$ cat src/rtl/nibble_compare_seq.sv
// Multi-cycle unsigned magnitude comparator: one 4-bit compare slice reused per clock,
// MSB nibble first, result in {gt,lt,eq} cascade code with a start/busy/done handshake.
module nibble_compare_seq #(
    parameter int WIDTH      = 16,
    parameter bit EARLY_EXIT = 1'b1,
    localparam int NIB       = WIDTH / 4,
    localparam int CW        = $clog2(NIB + 1)
) (
    input  logic             iClk,
    input  logic             iRst,
    input  logic             iStart,
    input  logic [WIDTH-1:0] iData_a,
    input  logic [WIDTH-1:0] iData_b,
    input  logic [2:0]       iData,
    output logic             oBusy,
    output logic             oDone,
    output logic [2:0]       oData,
    output logic [CW-1:0]    oNibbles
);

    localparam int IW = (NIB > 1) ? $clog2(NIB) : 1;

    typedef enum logic [1:0] {
        IDLE = 2'd0,
        RUN  = 2'd1,
        DONE = 2'd2
    } stateT;

    typedef enum logic [1:0] {
        DEC_NONE = 2'd0,
        DEC_GT   = 2'd1,
        DEC_LT   = 2'd2
    } decT;

    stateT            stateReg, stateNext;
    decT              decReg, decNext;
    logic [WIDTH-1:0] aReg, aNext;
    logic [WIDTH-1:0] bReg, bNext;
    logic [2:0]       cascReg, cascNext;
    logic [IW-1:0]    idxReg, idxNext;
    logic [CW-1:0]    cntReg, cntNext;
    logic [2:0]       resultReg, resultNext;
    logic [CW-1:0]    nibReg, nibNext;

    logic [3:0]       aNib [NIB];
    logic [3:0]       bNib [NIB];
    logic [3:0]       na;
    logic [3:0]       nb;
    logic             decidedNow;

    // Split the captured operands into nibble lanes for the shared slice.
    genvar gi;
    generate
        for (gi = 0; gi < NIB; gi++) begin : gNib
            assign aNib[gi] = aReg[4*gi +: 4];
            assign bNib[gi] = bReg[4*gi +: 4];
        end
    endgenerate

    assign na = aNib[idxReg];
    assign nb = bNib[idxReg];

    function automatic logic [2:0] decCode(input decT d, input logic [2:0] casc);
        case (d)
            DEC_GT:  decCode = 3'b100;
            DEC_LT:  decCode = 3'b010;
            default: decCode = casc;
        endcase
    endfunction

    always_ff @(posedge iClk or posedge iRst) begin
        if (iRst) begin
            stateReg  <= IDLE;
            decReg    <= DEC_NONE;
            aReg      <= '0;
            bReg      <= '0;
            cascReg   <= '0;
            idxReg    <= '0;
            cntReg    <= '0;
            resultReg <= 3'b001;
            nibReg    <= '0;
        end else begin
            stateReg  <= stateNext;
            decReg    <= decNext;
            aReg      <= aNext;
            bReg      <= bNext;
            cascReg   <= cascNext;
            idxReg    <= idxNext;
            cntReg    <= cntNext;
            resultReg <= resultNext;
            nibReg    <= nibNext;
        end
    end

    always_comb begin
        stateNext  = stateReg;
        decNext    = decReg;
        aNext      = aReg;
        bNext      = bReg;
        cascNext   = cascReg;
        idxNext    = idxReg;
        cntNext    = cntReg;
        resultNext = resultReg;
        nibNext    = nibReg;
        decidedNow = 1'b0;

        case (stateReg)
            IDLE: begin
                if (iStart) begin
                    aNext     = iData_a;
                    bNext     = iData_b;
                    cascNext  = iData;
                    idxNext   = IW'(NIB - 1);
                    cntNext   = '0;
                    decNext   = DEC_NONE;
                    stateNext = RUN;
                end
            end
            RUN: begin
                cntNext = cntReg + CW'(1);
                // The first unequal nibble from the top decides; later ones never override.
                if (decReg == DEC_NONE) begin
                    if (na > nb) begin
                        decNext    = DEC_GT;
                        decidedNow = 1'b1;
                    end else if (na < nb) begin
                        decNext    = DEC_LT;
                        decidedNow = 1'b1;
                    end
                end
                if ((EARLY_EXIT && decidedNow) || (idxReg == '0)) begin
                    resultNext = decCode(decNext, cascReg);
                    nibNext    = cntReg + CW'(1);
                    stateNext  = DONE;
                end else begin
                    idxNext = idxReg - IW'(1);
                end
            end
            DONE: begin
                stateNext = IDLE;
            end
            default: begin
                stateNext = IDLE;
            end
        endcase
    end

    assign oBusy    = (stateReg == RUN) || (stateReg == DONE);
    assign oDone    = (stateReg == DONE);
    assign oData    = resultReg;
    assign oNibbles = nibReg;

endmodule

$ cat config.mk
export PLATFORM = sky130hd
export DESIGN_NAME = nibble_compare_seq
export DESIGN_NICKNAME = d
export VERILOG_FILES = /design/src/rtl/nibble_compare_seq.sv
export SDC_FILE = /design/constraint.sdc
export NUM_CORES = 1
export LEC_CHECK = 0
export BUFFER_PORTS_ARGS = -buffer_cell sky130_fd_sc_hd__buf_2
export CAP_MARGIN = 10
export CORE_MARGIN = 2
export CORE_UTILIZATION = 35
export CTS_CLUSTER_DIAMETER = 40
export CTS_CLUSTER_SIZE = 24
export DETAILED_ROUTE_END_ITERATION = 8
export GPL_TIMING_DRIVEN = 0
export SYNTH_ARGS = -nofsm -noshare
export SYNTH_HDL_FRONTEND = slang
export SYNTH_SLANG_ARGS = --single-unit
$ cat constraint.sdc
create_clock -name iClk -period 3.3 [get_ports iClk]
set_clock_uncertainty 0.2 [all_clocks]
set_input_delay 0.66 -clock iClk [delete_from_list [all_inputs] [get_ports iClk]]
set_output_delay 0.66 -clock iClk [all_outputs]
set_load 0.05 [all_outputs]
==> impl_results.rst, run 1 <==
.. list-table::
   :header-rows: 1

   * - Metric
     - Value
   * - Routed length per instance
     - 14.4 microns
   * - Buffer depth of the longest clock path
     - 2
   * - Number of rows in the core area
     - 31
   * - Hold slack final
     - 0.101 ns
   * - Path class of the lowest-slack min-delay path
     - in2async
   * - First-pass GRT wire length
     - 8.22 mm
   * - Switching portion of total power
     - 39.0%
   * - Vias
     - 1690
   * - Maximum frequency from static timing analysis
     - 311 MHz
   * - CTS clock-pin slew for the worst setup and hold paths
     - 0.09 ns
   * - Input/output buffers
     - 44
   * - Total Die Area
     - 8000 sq um
   * - Router iterations before antenna repair
     - 4
   * - Final Setup Violations
     - 0
   * - Share of cells above drive strength 1
     - 50.0%
   * - Count of boundary I/O pins
     - 46
   * - Endpoints failing hold
     - 0
   * - WS Path Type
     - reg2reg
   * - CTS tree
     - yes
   * - Max transition margin
     - 69.5%
   * - Part of the power in the clock network
     - 10.4%
   * - WP data required
     - 3.30 ns
   * - Residual DRC count
     - 0
   * - Mean instance size in the synthesized netlist
     - 13.2 sq um
   * - Portion of synthesized cell area occupied by the leading cell type
     - 48.0%
   * - Number of synthesized flops with an enable pin
     - 0
   * - Post-synthesis cell type count
     - 38
   * - Logic pwr share
     - 59.4%
   * - Maximum Capacitance Violations
     - 0
   * - ANT nets after route
     - 0
   * - Run status
     - finished, final reports clean
   * - Die boundary width
     - 89.5 microns
   * - Synth warnings
     - 0
   * - 1st-iter DRT viols
     - 90
   * - H-tree level count
     - 2
   * - Number of cells on the worst reg-to-reg path
     - 10
   * - Layout fillers
     - 690
   * - Vias in the first global route
     - 1714
   * - Total clock buffers created by CTS
     - 5
   * - Cell type with the largest total area after synthesis
     - sky130_fd_sc_hd__dfrtp_1
   * - Capturing element type of the critical path
     - register
   * - Detailed placement HPWL
     - 3.65 mm
   * - Insertion delay of the later-clocked pin in the worst-skew pair
     - 0.30 ns
   * - Syn nets
     - 243
   * - Pins over their slew limit
     - 0
   * - Commonest non-fill, non-tap cells in the layout
     - 48 x sky130_fd_sc_hd__dfrtp_1, 47 x sky130_fd_sc_hd__buf_2, 38 x sky130_fd_sc_hd__mux2_2, 12 x sky130_fd_sc_hd__inv_1, 12 x sky130_fd_sc_hd__o21ai_0
   * - Most common library cell in the layout ignoring fill and taps
     - sky130_fd_sc_hd__dfrtp_1
   * - Total detailed-routing wirelength
     - 5.03 mm
   * - Data arrival time of the critical path
     - 3.21 ns
   * - Power per cell area
     - 1130 nW/um^2
   * - Worst setup slack after placement
     - -0.217 ns
   * - Register bit count reported by yosys
     - 50
   * - P_leak
     - 1.41 nW
   * - Total congestion overflow after global routing
     - 0
   * - Proportion of synthesized flip-flops having asynchronous set or reset
     - 100%
   * - Power after layout
     - 0.00351 W
   * - Initial standard-cell utilization of the core
     - 35.6%
   * - Min Clock Period, post-route
     - 3.22 ns
   * - Worst-path maximum fanout
     - 8
   * - Dominant cells by area after synthesis
     - sky130_fd_sc_hd__dfrtp_1 48%, sky130_fd_sc_hd__mux2_2 17%, sky130_fd_sc_hd__mux4_2 7.0%
   * - Most used flip-flop cell after synthesis
     - sky130_fd_sc_hd__dfrtp_1
   * - Die boundary height
     - 89.5 microns
   * - Setup TNS Final
     - 0 ns
   * - Max VDD drop
     - 400 uV
   * - Internal power of the cells
     - 0.00214 W
   * - Util after Layout
     - 43.2%
   * - Worst setup slack after layout
     - 0.0813 ns
   * - Maximum number of pins on one net before global-route repair
     - 38
   * - P&R area growth vs syn
     - 21.1%
   * - N_diodes
     - 0
   * - Number of vias per cell after detailed routing
     - 4.84
   * - Critical path launch point type
     - register
   * - Sequential fraction of the synthesis area
     - 49.0%
   * - Number of antenna violations at the first check in global routing
     - 0
   * - Proportion of power drawn by flip-flops and latches
     - 30.2%
   * - Nets
     - 298
   * - Root Buffer
     - sky130_fd_sc_hd__clkbuf_8
   * - Total routing resource utilization after global routing
     - 13.7%
   * - Net load switching power
     - 0.00137 W
   * - Number of sinks driven by the clock tree
     - 50
   * - Final Cycle Share
     - 97.5%
   * - Floorplan core area
     - 7180 sq um
   * - Synthesized area
     - 2560 sq um
   * - Synthesized instance count
     - 194
   * - Worst Tran Pin Value
     - 0.456 ns
   * - RePlAce Congestion
     - 0.723
   * - Setup repair after global routing missed its margin
     - false
-- power by group through the flow --
stage | logic (W) | clock network (W) | registers [W]
after floorplan | 0.00145 | 0 | 0.00115
after detailed placement | 0.00189 | 0 | 0.00109
final | 0.00208 | 0.000365 | 0.00106
after CTS | 0.00194 | 0.000379 | 0.00107
after global placement | 0.00185 | 0 | 0.00107
after global routing | 0.00229 | 0.000404 | 0.00110
-- worst max-delay path, cell delays in order (launching register included) --
cell and delay (ns):
sky130_fd_sc_hd__dfrtp_2 0.40, sky130_fd_sc_hd__clkbuf_16 0.16, sky130_fd_sc_hd__mux4_2 0.54, sky130_fd_sc_hd__ha_4 0.26, sky130_fd_sc_hd__nor2b_1 0.13, sky130_fd_sc_hd__o211a_1 0.24
sky130_fd_sc_hd__o31a_2 0.32, sky130_fd_sc_hd__inv_1 0.11, sky130_fd_sc_hd__ha_4 0.22, sky130_fd_sc_hd__mux2_2 0.26, sky130_fd_sc_hd__mux2_2 0.26
-- metrics by stage --
step / cells / area [sq um]
2_1_floorplan: 194 / 2560
3_3_place_gp: 337 / 2900
3_5_place_dp: 338 / 2920
4_1_cts: 347 / 3040
5_1_grt: 349 / 3100
6_report: 349 / 3100
-- cell families (layout without fill, tap and decap cells) --
kind of cell	count (synthesis)	in the layout	share of synthesized area [%]
fa+ha+maj	11	11	5.38
xor+xnor	2	2	0.685
flops	50	50	49.0
mux	49	49	25.0
simple gates	23	23	5.14
compound gates	34	34	9.20
buf+inv	25	81	5.63
-- area by class of cell --
class                      count  area, sq um  share of cell area (%)
buffer                        10          100                    3.23
clock buffer                   7         86.3                    2.79
clock inverter                 1         5.00                   0.162
inverter                      15         56.3                    1.82
multi-input combinational    119         1210                    39.0
sequential                    50         1250                    40.5
tap                           99          124                    4.00
timing repair buffer          48          263                    8.48
-- state kept, by name (all words and copies together), names as in the netlist --
register / cells
aReg: 16
bReg: 16
cascReg: 3
cntReg: 3
oData: 3
oNibbles: 3
decReg: 2
idxReg: 2
stateReg: 2
-- Yosys cell counts (2+ instances only) --
cell type	n
sky130_fd_sc_hd__buf_2	3
sky130_fd_sc_hd__a21oi_1	8
sky130_fd_sc_hd__nor2_1	7
sky130_fd_sc_hd__nand4_1	2
sky130_fd_sc_hd__mux2i_1	3
sky130_fd_sc_hd__dfrtp_1	49
sky130_fd_sc_hd__mux2_2	38
sky130_fd_sc_hd__a221oi_1	2
sky130_fd_sc_hd__xnor2_1	2
sky130_fd_sc_hd__o21ai_0	12
sky130_fd_sc_hd__clkbuf_8	3
sky130_fd_sc_hd__nor2b_1	3
sky130_fd_sc_hd__buf_6	2
sky130_fd_sc_hd__ha_1	11
sky130_fd_sc_hd__inv_1	14
sky130_fd_sc_hd__nand2_1	5
sky130_fd_sc_hd__mux4_2	8
sky130_fd_sc_hd__o211a_1	2
-- per-layer routing --
metal	track usage (%)	wire length (microns)
met2	20.7	2330
met4	5.29	78
met1	19.2	2420
met3	3.14	202
met5	0	0
-- worst paths after layout --
kind,endpoint,from,slack [ns]
worst min-delay path,oData[2],iRst,0.10
worst min register to register,oNibbles[2],oNibbles[2],0.30
max in group asynchronous,idxReg[0],iRst,2.29
worst max register to register,oData[1],idxReg[0],0.08
min in group iClk,oNibbles[2],oNibbles[2],0.30
worst max-delay path,oData[1],idxReg[0],0.08
-- repair_timing --
item / in CTS / in global routing
pin swaps: 1 / 0
gates resized for setup: 4 / 4
hold buffers: 0 / 0
setup buffers: 1 / 2
endpoints found under the setup margin: 1 / 1
(Power assumes the default switching activity.)
==> run 2, diff against run 1 <==
Settings changed: PLACE_DENSITY from default to 0.55.
==> run 2 against run 1 <==
Against the previous run: fmax barely moved; critical endpoint unchanged; largest power group unchanged; sequential cell count did not move; sequential power barely moved; register-to-register slack barely moved; critical path type unchanged; largest cell class unchanged.
==> impl_results.rst, run 2 (same netlist as run 1, synthesis figures left out) <==
.. list-table::
   :header-rows: 1

   * - Metric
     - Value
   * - Commonest non-fill, non-tap cells in the layout
     - 48 x sky130_fd_sc_hd__dfrtp_1, 47 x sky130_fd_sc_hd__buf_2, 38 x sky130_fd_sc_hd__mux2_2, 12 x sky130_fd_sc_hd__o21ai_0, 11 x sky130_fd_sc_hd__inv_1 (was 48 x sky130_fd_sc_hd__dfrtp_1, 47 x sky130_fd_sc_hd__buf_2, 38 x sky130_fd_sc_hd__mux2_2, 12 x sky130_fd_sc_hd__inv_1, 12 x sky130_fd_sc_hd__o21ai_0)
   * - Routed length per instance
     - 14.9 microns (was 14.4 microns)
   * - Count of boundary I/O pins
     - 46 (unchanged)
   * - Total congestion overflow after global routing
     - 0 (unchanged)
   * - Setup repair after global routing missed its margin
     - true (was false)
   * - Residual DRC count
     - 0 (unchanged)
   * - Initial standard-cell utilization of the core
     - 35.6% (unchanged)
   * - Buffer depth of the longest clock path
     - 2 (unchanged)
   * - Worst setup slack after placement
     - -0.256 ns (was -0.217 ns)
   * - Die boundary height
     - 89.5 microns (unchanged)
   * - Total detailed-routing wirelength
     - 5.24 mm (was 5.03 mm)
   * - Final Setup Violations
     - 0 (unchanged)
   * - Floorplan core area
     - 7180 sq um (unchanged)
   * - WS Path Type
     - reg2reg (unchanged)
   * - Number of rows in the core area
     - 31 (unchanged)
   * - Power per cell area
     - 1140 nW/um^2 (was 1130 nW/um^2)
   * - First-pass GRT wire length
     - 8.56 mm (was 8.22 mm)
   * - Router iterations before antenna repair
     - 4 (unchanged)
   * - WP data required
     - 3.30 ns (about the same)
   * - CTS clock-pin slew for the worst setup and hold paths
     - 0.09 ns (about the same)
   * - Total routing resource utilization after global routing
     - 14.2% (was 13.7%)
   * - Final Cycle Share
     - 97.5% (about the same)
   * - Number of vias per cell after detailed routing
     - 4.84 (about the same)
   * - Share of cells above drive strength 1
     - 50.4% (was 50.0%)
   * - Critical path launch point type
     - register (unchanged)
   * - CTS tree
     - yes (unchanged)
   * - Maximum Capacitance Violations
     - 0 (unchanged)
   * - ANT nets after route
     - 0 (unchanged)
   * - Regs by FF count
     - aReg x16, bReg x16 (unchanged)
   * - Max transition margin
     - 69.6% (was 69.5%)
   * - H-tree level count
     - 2 (unchanged)
   * - Most common library cell in the layout ignoring fill and taps
     - sky130_fd_sc_hd__dfrtp_1 (unchanged)
   * - Worst-path maximum fanout
     - 5 (was 8)
   * - Number of sinks driven by the clock tree
     - 50 (unchanged)
   * - P&R area growth vs syn
     - 21.1% (about the same)
   * - Worst Tran Pin Value
     - 0.456 ns (about the same)
   * - Maximum frequency from static timing analysis
     - 311 MHz (about the same)
   * - Number of antenna violations at the first check in global routing
     - 0 (unchanged)
   * - Path class of the lowest-slack min-delay path
     - in2async (unchanged)
   * - Data arrival time of the critical path
     - 3.21 ns (about the same)
   * - Endpoints failing hold
     - 0 (unchanged)
   * - Capturing element type of the critical path
     - register (unchanged)
   * - Input/output buffers
     - 44 (unchanged)
   * - Run status
     - finished, final reports clean (unchanged)
   * - Min Clock Period, post-route
     - 3.22 ns (about the same)
   * - RePlAce Congestion
     - 0.726 (was 0.723)
   * - Worst setup slack after layout
     - 0.0818 ns (was 0.0813 ns)
   * - P_leak
     - 1.42 nW (was 1.41 nW)
   * - 1st-iter DRT viols
     - 81 (was 90)
   * - Nets
     - 301 (was 298)
   * - N_diodes
     - 0 (unchanged)
   * - Pins over their slew limit
     - 0 (unchanged)
   * - Total Die Area
     - 8000 sq um (unchanged)
   * - Maximum number of pins on one net before global-route repair
     - 32 (was 38)
   * - Util after Layout
     - 43.1% (was 43.2%)
   * - Detailed placement HPWL
     - 3.67 mm (was 3.65 mm)
   * - Vias
     - 1700 (was 1690)
   * - Layout fillers
     - 705 (was 690)
   * - Die boundary width
     - 89.5 microns (unchanged)
   * - Total clock buffers created by CTS
     - 5 (unchanged)
   * - Total of hold buffers inserted after clock tree synthesis
     - 0 (unchanged)
   * - Insertion delay of the later-clocked pin in the worst-skew pair
     - 0.30 ns (about the same)
   * - Max VDD drop
     - 387 uV (was 400 uV)
   * - Vias in the first global route
     - 1733 (was 1714)
   * - Root Buffer
     - sky130_fd_sc_hd__clkbuf_8 (unchanged)
==> run 2: per-stage QoR <==
| stage | area [sq um] | setup TNS, ns | instances | hold WS [ns] | total power, W |
|---|---|---|---|---|---|
| final | 3100 | 0 | 351 | 0.158 | 0.00354 |
| after global placement | 2900 | -0.241 | 337 | 0.281 | 0.00295 |
| after CTS | 3030 | 0 | 346 | 0.174 | 0.00339 |
| after floorplan | 2560 | 0 | 194 | 0.265 | 0.00259 |
| after global routing | 3100 | -0.0152 | 351 | 0.194 | 0.00384 |
| after detailed placement | 2920 | -0.263 | 338 | 0.287 | 0.00299 |
==> run 2: worst paths after layout <==
path | to | startpoint | slack, ns | cells past startpoint
max in group asynchronous | bReg[11] | iRst | 2.22 | 3
min in group iClk | bReg[9] | bReg[9] | 0.30 | 1
setup / recovery | oData[1] | idxReg[0] | 0.08 | 10
hold / removal | decReg[1] | iRst | 0.16 | 2
setup reg to reg | oData[1] | idxReg[0] | 0.08 | 10
hold reg to reg | bReg[9] | bReg[9] | 0.30 | 1
==> run 2: where the power goes <==
| part | leakage, nW | switching, W | total (W) | internal, W |
|---|---|---|---|---|
| logic | 0.787 | 0.00105 | 0.00214 | 0.00109 |
| registers | 0.594 | 0.000153 | 0.00107 | 0.000912 |
| clock network | 0.0383 | 0.000193 | 0.000339 | 0.000147 |
==> run 2: layout make-up <==
| cell class | instances | area (sq um) | share of cell area, % |
|---|---|---|---|
| flip-flops and latches | 50 | 1250 | 40.5 |
| well taps | 99 | 124 | 4.00 |
| clock buffers | 7 | 76.3 | 2.47 |
| multi-input cells | 119 | 1200 | 38.8 |
| repair buffers | 51 | 285 | 9.22 |
| inverters | 15 | 56.3 | 1.82 |
| plain buffers | 10 | 100 | 3.23 |
==> run 2: layer usage <==
layer | vias up | wire (microns) | part of all wire, % | GRT usage (%)
met5 | - | 0 | 0 | 0
met4 | 0 | 40 | 0.76 | 4.07
met3 | 5 | 149 | 2.8 | 3.14
met2 | 34 | 2410 | 46 | 22.6
met1 | 839 | 2640 | 50 | 19.6
li1 | 822 | - | - | -
==> run 2: critical path: stages, from the launching register on <==
cell                        delay [ns]
sky130_fd_sc_hd__dfrtp_2          0.42
sky130_fd_sc_hd__clkbuf_16        0.16
sky130_fd_sc_hd__mux4_2           0.54
sky130_fd_sc_hd__ha_4             0.26
sky130_fd_sc_hd__nor2b_1          0.12
sky130_fd_sc_hd__o211a_1          0.23
sky130_fd_sc_hd__o31a_2           0.37
sky130_fd_sc_hd__inv_2            0.08
sky130_fd_sc_hd__ha_4             0.21
sky130_fd_sc_hd__mux2_2           0.26
sky130_fd_sc_hd__mux2_2           0.25
==> run 2: what timing repair did <==
item / 4_1_cts / 5_1_grt
gates cloned: 0 / 0
endpoints found under the setup margin: 2 / 1
pin swaps: 1 / 2
buffers inserted: 1 / 5
gates resized for setup: 4 / 5
